<file path="config.mk">
export PLATFORM = sky130hd
export DESIGN_NAME = serial_pattern_gen
export DESIGN_NICKNAME = d
export VERILOG_FILES = /design/src/rtl/serial_pattern_gen.sv
export SDC_FILE = /design/constraint.sdc
export NUM_CORES = 1
export LEC_CHECK = 0
export ABC_AREA = 1
export CORE_ASPECT_RATIO = 0.75
export CORE_UTILIZATION = 50
export CTS_CLUSTER_DIAMETER = 80
export DETAILED_ROUTE_END_ITERATION = 16
export MAX_ROUTING_LAYER = met4
export PLACE_DENSITY_LB_ADDON = 0.25
export SETUP_SLACK_MARGIN = 0.4
export SLEW_MARGIN = 10
export SYNTH_ARGS = -nofsm -noshare
export SYNTH_HDL_FRONTEND = slang
export SYNTH_SLANG_ARGS = --single-unit
export TNS_END_PERCENT = 20
</file>
<file path="constraint.sdc">
create_clock -name clk -period 2.2 [get_ports clk]
set_input_delay 0.66 -clock clk [delete_from_list [all_inputs] [get_ports clk]]
set_output_delay 0.66 -clock clk [all_outputs]
set_load 0.02 [all_outputs]
</file>
<file path="src/rtl/serial_pattern_gen.sv">
// rtl/serial_pattern_gen.sv - serial bit-pattern generator; optional PRBS-7 source under SERIAL_PRBS7_EN
module serial_pattern_gen #(
  parameter int WIDTH = 8,
  parameter int LEN_W = 4
) (
  input  logic             clk,
  input  logic             rst,
  input  logic             load,
  input  logic [WIDTH-1:0] pattern,
  input  logic [LEN_W-1:0] length,
  input  logic             loop,
  input  logic             start,
  input  logic             stop,
  input  logic             prbs_sel,
  output logic             Signal,
  output logic             valid,
  output logic             busy,
  output logic             done
);

  typedef enum logic [1:0] {IDLE, RUN, DONE} state_t;

  localparam logic [LEN_W-1:0] LEN_MAX = LEN_W'(WIDTH);

  state_t           state_q, state_n;
  logic [WIDTH-1:0] pat_q, pat_n;
  logic [LEN_W-1:0] len_q, len_n;
  logic [LEN_W-1:0] idx_q, idx_n;
  logic             loop_q, loop_n;
  logic             sig_n, valid_n, busy_n, done_n;
  logic [LEN_W-1:0] len_clamped;
  logic [LEN_W-1:0] last_idx;

  // Zero or oversize lengths collapse to the full pattern width at capture time.
  assign len_clamped = (length == '0 || length > LEN_MAX) ? LEN_MAX : length;
  assign last_idx    = len_q - LEN_W'(1);

  // Variable bit select done as a shift so the index width need not match $clog2(WIDTH).
  function automatic logic pat_bit(input logic [WIDTH-1:0] p, input logic [LEN_W-1:0] i);
    logic [WIDTH-1:0] s;
    s = p >> i;
    return s[0];
  endfunction

`ifdef SERIAL_PRBS7_EN
  localparam logic [6:0] PRBS_SEED = 7'h7F;
  logic [6:0] prbs_q, prbs_n, prbs_step;
  logic       mode_q, mode_n;
  // x^7 + x^6 + 1; the bit shown each cycle is bit 6 of the current register value.
  assign prbs_step = {prbs_q[5:0], prbs_q[6] ^ prbs_q[5]};
`else
  logic unused_prbs_sel;
  assign unused_prbs_sel = prbs_sel;
`endif

  // Next-state and next-output logic; outputs default to the idle values.
  always_comb begin
    state_n = state_q;
    pat_n   = pat_q;
    len_n   = len_q;
    idx_n   = idx_q;
    loop_n  = loop_q;
    sig_n   = 1'b0;
    valid_n = 1'b0;
    busy_n  = 1'b0;
    done_n  = 1'b0;
`ifdef SERIAL_PRBS7_EN
    prbs_n  = prbs_q;
    mode_n  = mode_q;
`endif
    case (state_q)
      IDLE: begin
        if (load) begin
          pat_n = pattern;
          len_n = len_clamped;
        end
        if (start) begin
          state_n = RUN;
          idx_n   = '0;
          loop_n  = loop;
          valid_n = 1'b1;
          busy_n  = 1'b1;
          sig_n   = load ? pattern[0] : pat_q[0];
`ifdef SERIAL_PRBS7_EN
          mode_n  = prbs_sel;
          prbs_n  = PRBS_SEED;
          if (prbs_sel) sig_n = PRBS_SEED[6];
`endif
        end
      end
      RUN: begin
        if (stop) begin
          state_n = IDLE;
          idx_n   = '0;
        end else begin
          if (idx_q == last_idx) begin
            idx_n = '0;
            if (!loop_q) begin
              state_n = DONE;
              done_n  = 1'b1;
            end
          end else begin
            idx_n = idx_q + LEN_W'(1);
          end
          if (state_n == RUN) begin
            valid_n = 1'b1;
            busy_n  = 1'b1;
            sig_n   = pat_bit(pat_q, idx_n);
`ifdef SERIAL_PRBS7_EN
            // The LFSR free-runs across wraps so the stream keeps its 127-bit period.
            prbs_n = prbs_step;
            if (mode_q) sig_n = prbs_step[6];
`endif
          end
        end
      end
      DONE: begin
        state_n = IDLE;
      end
      default: begin
        state_n = IDLE;
      end
    endcase
  end

  // State and registered outputs.
  always_ff @(posedge clk or posedge rst) begin
    if (rst) begin
      state_q <= IDLE;
      pat_q   <= '0;
      len_q   <= LEN_MAX;
      idx_q   <= '0;
      loop_q  <= 1'b0;
      Signal  <= 1'b0;
      valid   <= 1'b0;
      busy    <= 1'b0;
      done    <= 1'b0;
`ifdef SERIAL_PRBS7_EN
      prbs_q  <= PRBS_SEED;
      mode_q  <= 1'b0;
`endif
    end else begin
      state_q <= state_n;
      pat_q   <= pat_n;
      len_q   <= len_n;
      idx_q   <= idx_n;
      loop_q  <= loop_n;
      Signal  <= sig_n;
      valid   <= valid_n;
      busy    <= busy_n;
      done    <= done_n;
`ifdef SERIAL_PRBS7_EN
      prbs_q  <= prbs_n;
      mode_q  <= mode_n;
`endif
    end
  end

endmodule

</file>
# --- Word level (Yosys, flattened, before mapping) ---
# Index checks and enable logic that the tools add are counted.
classes:
  n_addsub: 2
  order_cmp: 1
  n_eq_ne: 4
  n_shift: 1
  n_mux: 27
  n_reduce_logical: 7
ops:
  columns: ["op", "n"]
  rows:
  - ["$mux 4", 6]
  - ["$mux 2", 6]
  - ["$mux 1", 11]
  - ["$pmux 4 s2", 1]
  - ["$shr 8x4->1", 1]
  - ["$reduce_and 2->1", 3]
  - ["$add 4x1->4 const B", 1]
  - ["$eq 2x1->1 const B", 2]
  - ["$eq 4x4->1", 1]
  - ["$gt 4x4->1 const B", 1]
  - ["$logic_not 4->1", 1]
  - ["$pmux 1 s2", 2]
  - ["$pmux 2 s2", 1]
  - ["$sub 4x1->4 const B", 1]
  - ["$logic_not 2->1", 1]
  - ["$ne 2x2->1 const B", 1]
  - ["$reduce_bool 2->1", 1]
  - ["$logic_or 1x1->1", 1]
totals:
  register_bits: 22
  inputBits: 19
  out_inout_bits: 4

# --- Longest topological paths before layout ---
depth:
  depth_word: 9
  ltp_mapped: 16

# --- Least setup slack after synthesis ---
# No wires, ideal clock.
synth_timing:
  path_type: "register to register"
  startpoint: "reg len_q[0]"
  endpoint: "reg Signal"
  setup_time_ns: 0.117
  t_arrival_ns: 1.492
  required_ns: 2.083
  path_slack_ns: 0.590
  stages_incl_launch_ff: 15
  n_path_buf: 0
  cell_sequence: "dfrtp_1 inv_1 ha_1 nand2_1 inv_1 nor2_1 nand2_1 nor2_4 nand2_4 nand2_4 nand3_1 nand2_1 nand2_1 nand3_1 nand2_1"
synth_via:
  elab_chain_cells: 9
  word_cells_on_any_way: 13
synth_lines:
  columns: ["item", "line_no", "rtl"]
  rows:
  - ["from (decl)", "27", "logic [LEN_W-1:0] len_q, len_n;"]
  - ["from (signal assigned)", "145", "len_q <= len_n;"]
  - ["$sub 4x1->4 (*)", "36", "assign last_idx = len_q - LEN_W'(1);"]
  - ["$eq 4x4->1 (*)", "96", "if (idx_q == last_idx) begin"]
  - ["$mux 4 / $mux 2 (equally long branches)", "96", null]
  - ["$mux 4 / $mux 2 (equally long branches)", "92", "if (stop) begin"]
  - ["$mux 4 / $mux 2 (equally long branches)", "71", "case (state_q)"]
  - ["$shr 8x4->1 / $eq 2x1->1 (equally long branches)", "41, 105", null]
  - ["$mux 1 (*)", "105", "if (state_n == RUN) begin"]
  - ["$mux 1 (*)", "92", null]
  - ["$pmux 1 s2 (*)", "71", null]
  - ["named net sig_n", "30", "logic sig_n, valid_n, busy_n, done_n;"]
  - ["to (signal assigned)", "148", "Signal <= sig_n;"]
  - ["to (decl)", "15", "output logic Signal,"]
# Mark *: on every way through the listed nets, which the timed path passes. The rest lies on a longest branch. The select of a mux whose other input is x is not followed.
# A chain may end at the register's enable or synchronous reset.

# --- Worst setup path after layout ---
layout_timing:
  startpoint: "reg done"
  endpoint: "out done"
layout_rtl:
  columns: ["item", "line_no", "rtl"]
  rows:
  - ["from (decl)", "18", "output logic done"]
  - ["from (signal assigned)", "151", "done <= done_n;"]
# No word-level cell between the ends.

==> results.json <==
{
  "place_congestion": 0.797,
  "report.final.slew_viol_count": 0,
  "mostFrequentLayoutCell": "sky130_fd_sc_hd__nand2_1",
  "cts_max_level": 1,
  "drc_errors": 0,
  "crit_fanout": 1,
  "sequential_share_of_power_pct": 43.1,
  "ir_drop_mv": 0.588,
  "critPathSlowestCell": "sky130_fd_sc_hd__clkdlybuf4s50_1",
  "yosysSeqAreaShare_pct": 47.2,
  "floorplan.initialDensity_pct": 55.7,
  "power_report.internal_total_mw": 0.812,
  "total_switching_power_mw": 0.510,
  "timing.slew.headroom_pct": 65.7,
  "fp.dieW_um": 57.9,
  "globalRoute.totalOverflow": 0,
  "antenna_cells_inserted": 0,
  "synthDominantAreaCellType": "sky130_fd_sc_hd__dfrtp_1",
  "comb_power_share_pct": 42.2,
  "io-pin-count": 23,
  "worstPathBufferInverterCount": 1,
  "power.static_leakage_nw": 0.778,
  "cts-root-buf": "sky130_fd_sc_hd__clkbuf_4",
  "worst-setup-path-type": "flip-flop to output pin",
  "via_count_of_the_first_global_routing_pass": 910,
  "final-setup-viol-count": 0,
  "mappedNetlistArea_um2": 1170,
  "max_freq_mhz": 525,
  "floorplan.die.height_um": 43.9,
  "tns_ns": 0,
  "critical_path_required_ns": 1.54,
  "insertion_delay_ns": 0.32,
  "synth_nets": 167,
  "status": "completed",
  "worst-slew-pin-transition_ns": 0.514,
  "cpPeakStageDelay_ns": 0.59,
  "cts_buffers": 3,
  "clock_sink_count": 22,
  "mean_cell_area_of_the_mapped_netlist_um2": 8.01,
  "grt_antenna_before_repair": 0,
  "grt_start_max_net_pins": 14,
  "std_cell_rows": 14,
  "first_pass_grt_wire_length_um": 3940,
  "ys_top_cells_by_area": "sky130_fd_sc_hd__dfrtp_1 (45%), sky130_fd_sc_hd__nand2_1 (16%), sky130_fd_sc_hd__inv_1 (4.8%), sky130_fd_sc_hd__nand3_1 (4.3%), sky130_fd_sc_hd__xor2_1 (3.0%)",
  "maxCapViolations": 0,
  "vias": 986,
  "detailedRoute.firstPassIterationCount": 4,
  "yosys_register_bits": 22,
  "cts_tree": "built",
  "post_drt_via_cell_ratio": 5.06,
  "drt.antenna.violating_nets": 0,
  "syn-instance-count": 146,
  "sequence_of_cells_on_the_critical_path": "clkdlybuf4s50_1",
  "synthDistinctLibCells": 25,
  "core_region_area_um2": 2100,
  "timing.critical_path.arrival_ns": 1.25,
  "post-route-min-period_ns": 1.91,
  "flow.area_growth_from_synthesis_pct": 24.3,
  "worst_setup_path_end_kind": "output pin",
  "synth_warnings": 0,
  "final_nets": 193,
  "finish.cell_count_without_fillers": 195,
  "final.period_utilization_pct": 86.6,
  "place.detailed.instances": 190,
  "largest_buffer_count_on_any_clock_path": 2,
  "place_ws_ns": 0.274,
  "floorplan_die_area_um2": 2540,
  "crit_path_start_kind": "flip-flop",
  "most-common-layout-cells": "sky130_fd_sc_hd__nand2_1 (49), sky130_fd_sc_hd__dfrtp_1 (21), sky130_fd_sc_hd__clkdlybuf4s50_1 (19)",
  "drt-initial-drc-count": 26,
  "post_route_cells_drive_above_1_share_pct": 13.5,
  "skew_ns": 0.0129,
  "grt_util_all_layers_pct": 22.0,
  "drt_wl_total_um": 2340,
  "placement.io_buffers": 21,
  "final_hold_viol_count": 0,
  "type_of_the_worst_min_delay_path": "flip-flop to flip-flop",
  "setup_repair_after_global_routing_missed_its_margin": "yes",
  "estimated_wirelength_of_the_detail_placed_design_um": 1810,
  "crit_family": "buffers and inverters",
  "yosys.area.top_type_share_pct": 44.9,
  "power.density_cell_area_nw_per_um2": 910,
  "power_frac_clock_pct": 14.8,
  "power.switching_fraction_pct": 38.6,
  "clk_pin_slew_worst_paths_ns": 0.13,
  "detail_route.wl_per_cell_um": 12.0,
  "worst_slack_ns": 0.294
}
## power by group through the flow
stage / clock [mW] / combinational [mW] / sequential, mW
floorplan: 0 / 0.399 / 0.575
CTS: 0.202 / 0.544 / 0.569
detailed placement: 0 / 0.544 / 0.578
global placement: 0 / 0.519 / 0.573
global route: 0.218 / 0.622 / 0.581
finish: 0.195 / 0.558 / 0.569
## cells by family after synthesis
| kind of cell | synth area share (%) |
|---|---|
| buf+inv | 9.52 |
| simple gates | 30.8 |
| xor+xnor | 3.74 |
| fa+ha+maj | 2.14 |
| compound gates | 6.63 |
| flops | 47.2 |
## path summary, 6_finish.rpt
kind,startpoint,to,slack [ns],cells past startpoint
max reg2reg,len_q[0],Signal,0.42,14
min in group asynchronous,rst,pat_q[2],0.66,2
min,pat_q[6],pat_q[6],0.49,2
max,done,done,0.29,1
max in group asynchronous,rst,idx_q[0],1.00,3
min reg2reg,pat_q[6],pat_q[6],0.49,2
## layer usage
metal  track usage [%]  wire (µm)
met3              6.27         87
met1              26.1       1040
met2              37.9       1200
met4              4.29         13
met5                 -          0
## sequential cells by signal, summed over array words and instances (netlist names)
register and cells:
pat_q 8, idx_q 4, len_q 4, state_q 2, Signal 1, busy 1
done 1, loop_q 1
## cell usage after synthesis (all sizes together)
library cell and count:
a31oi 1, inv 20, dfstp 1, clkinv 2
nor2 12, a32o 1, or2 1, bufinv 1
buf 1, nand2 55, xnor2 1, clkbuf 1
o22ai 5, dfrtp 21, xor2 4, o21ai 6
nand3 11, ha 2
## stage by stage
stage	util, %	hold WS, ns	area (µm²)	power (mW)
floorplan	-	0.449	1170	0.974
global placement	66.9	0.466	1410	1.09
detailed placement	66.9	0.467	1410	1.12
CTS	68.1	0.496	1430	1.31
global route	69.2	0.536	1450	1.42
finish	69.2	0.492	1450	1.32
## final cells by class
| type | instances | area [µm²] |
|---|---|---|
| Inverter | 23 | 100 |
| Timing Repair Buffer | 23 | 226 |
| Clock buffer | 4 | 26.3 |
| Multi-Input combinational cell | 99 | 519 |
| Fill cell | 180 | 648 |
| Sequential cell | 22 | 552 |
| Tap cell | 24 | 30.0 |
## repair_timing
action / in CTS / in global routing
endpoints found under the setup margin: 5 / 7
pin swaps: 0 / 0
hold buffers: 0 / 0
gates resized for setup: 1 / 2
buffers inserted: 0 / 1
No activity file was read; power rests on OpenSTA's default activity.
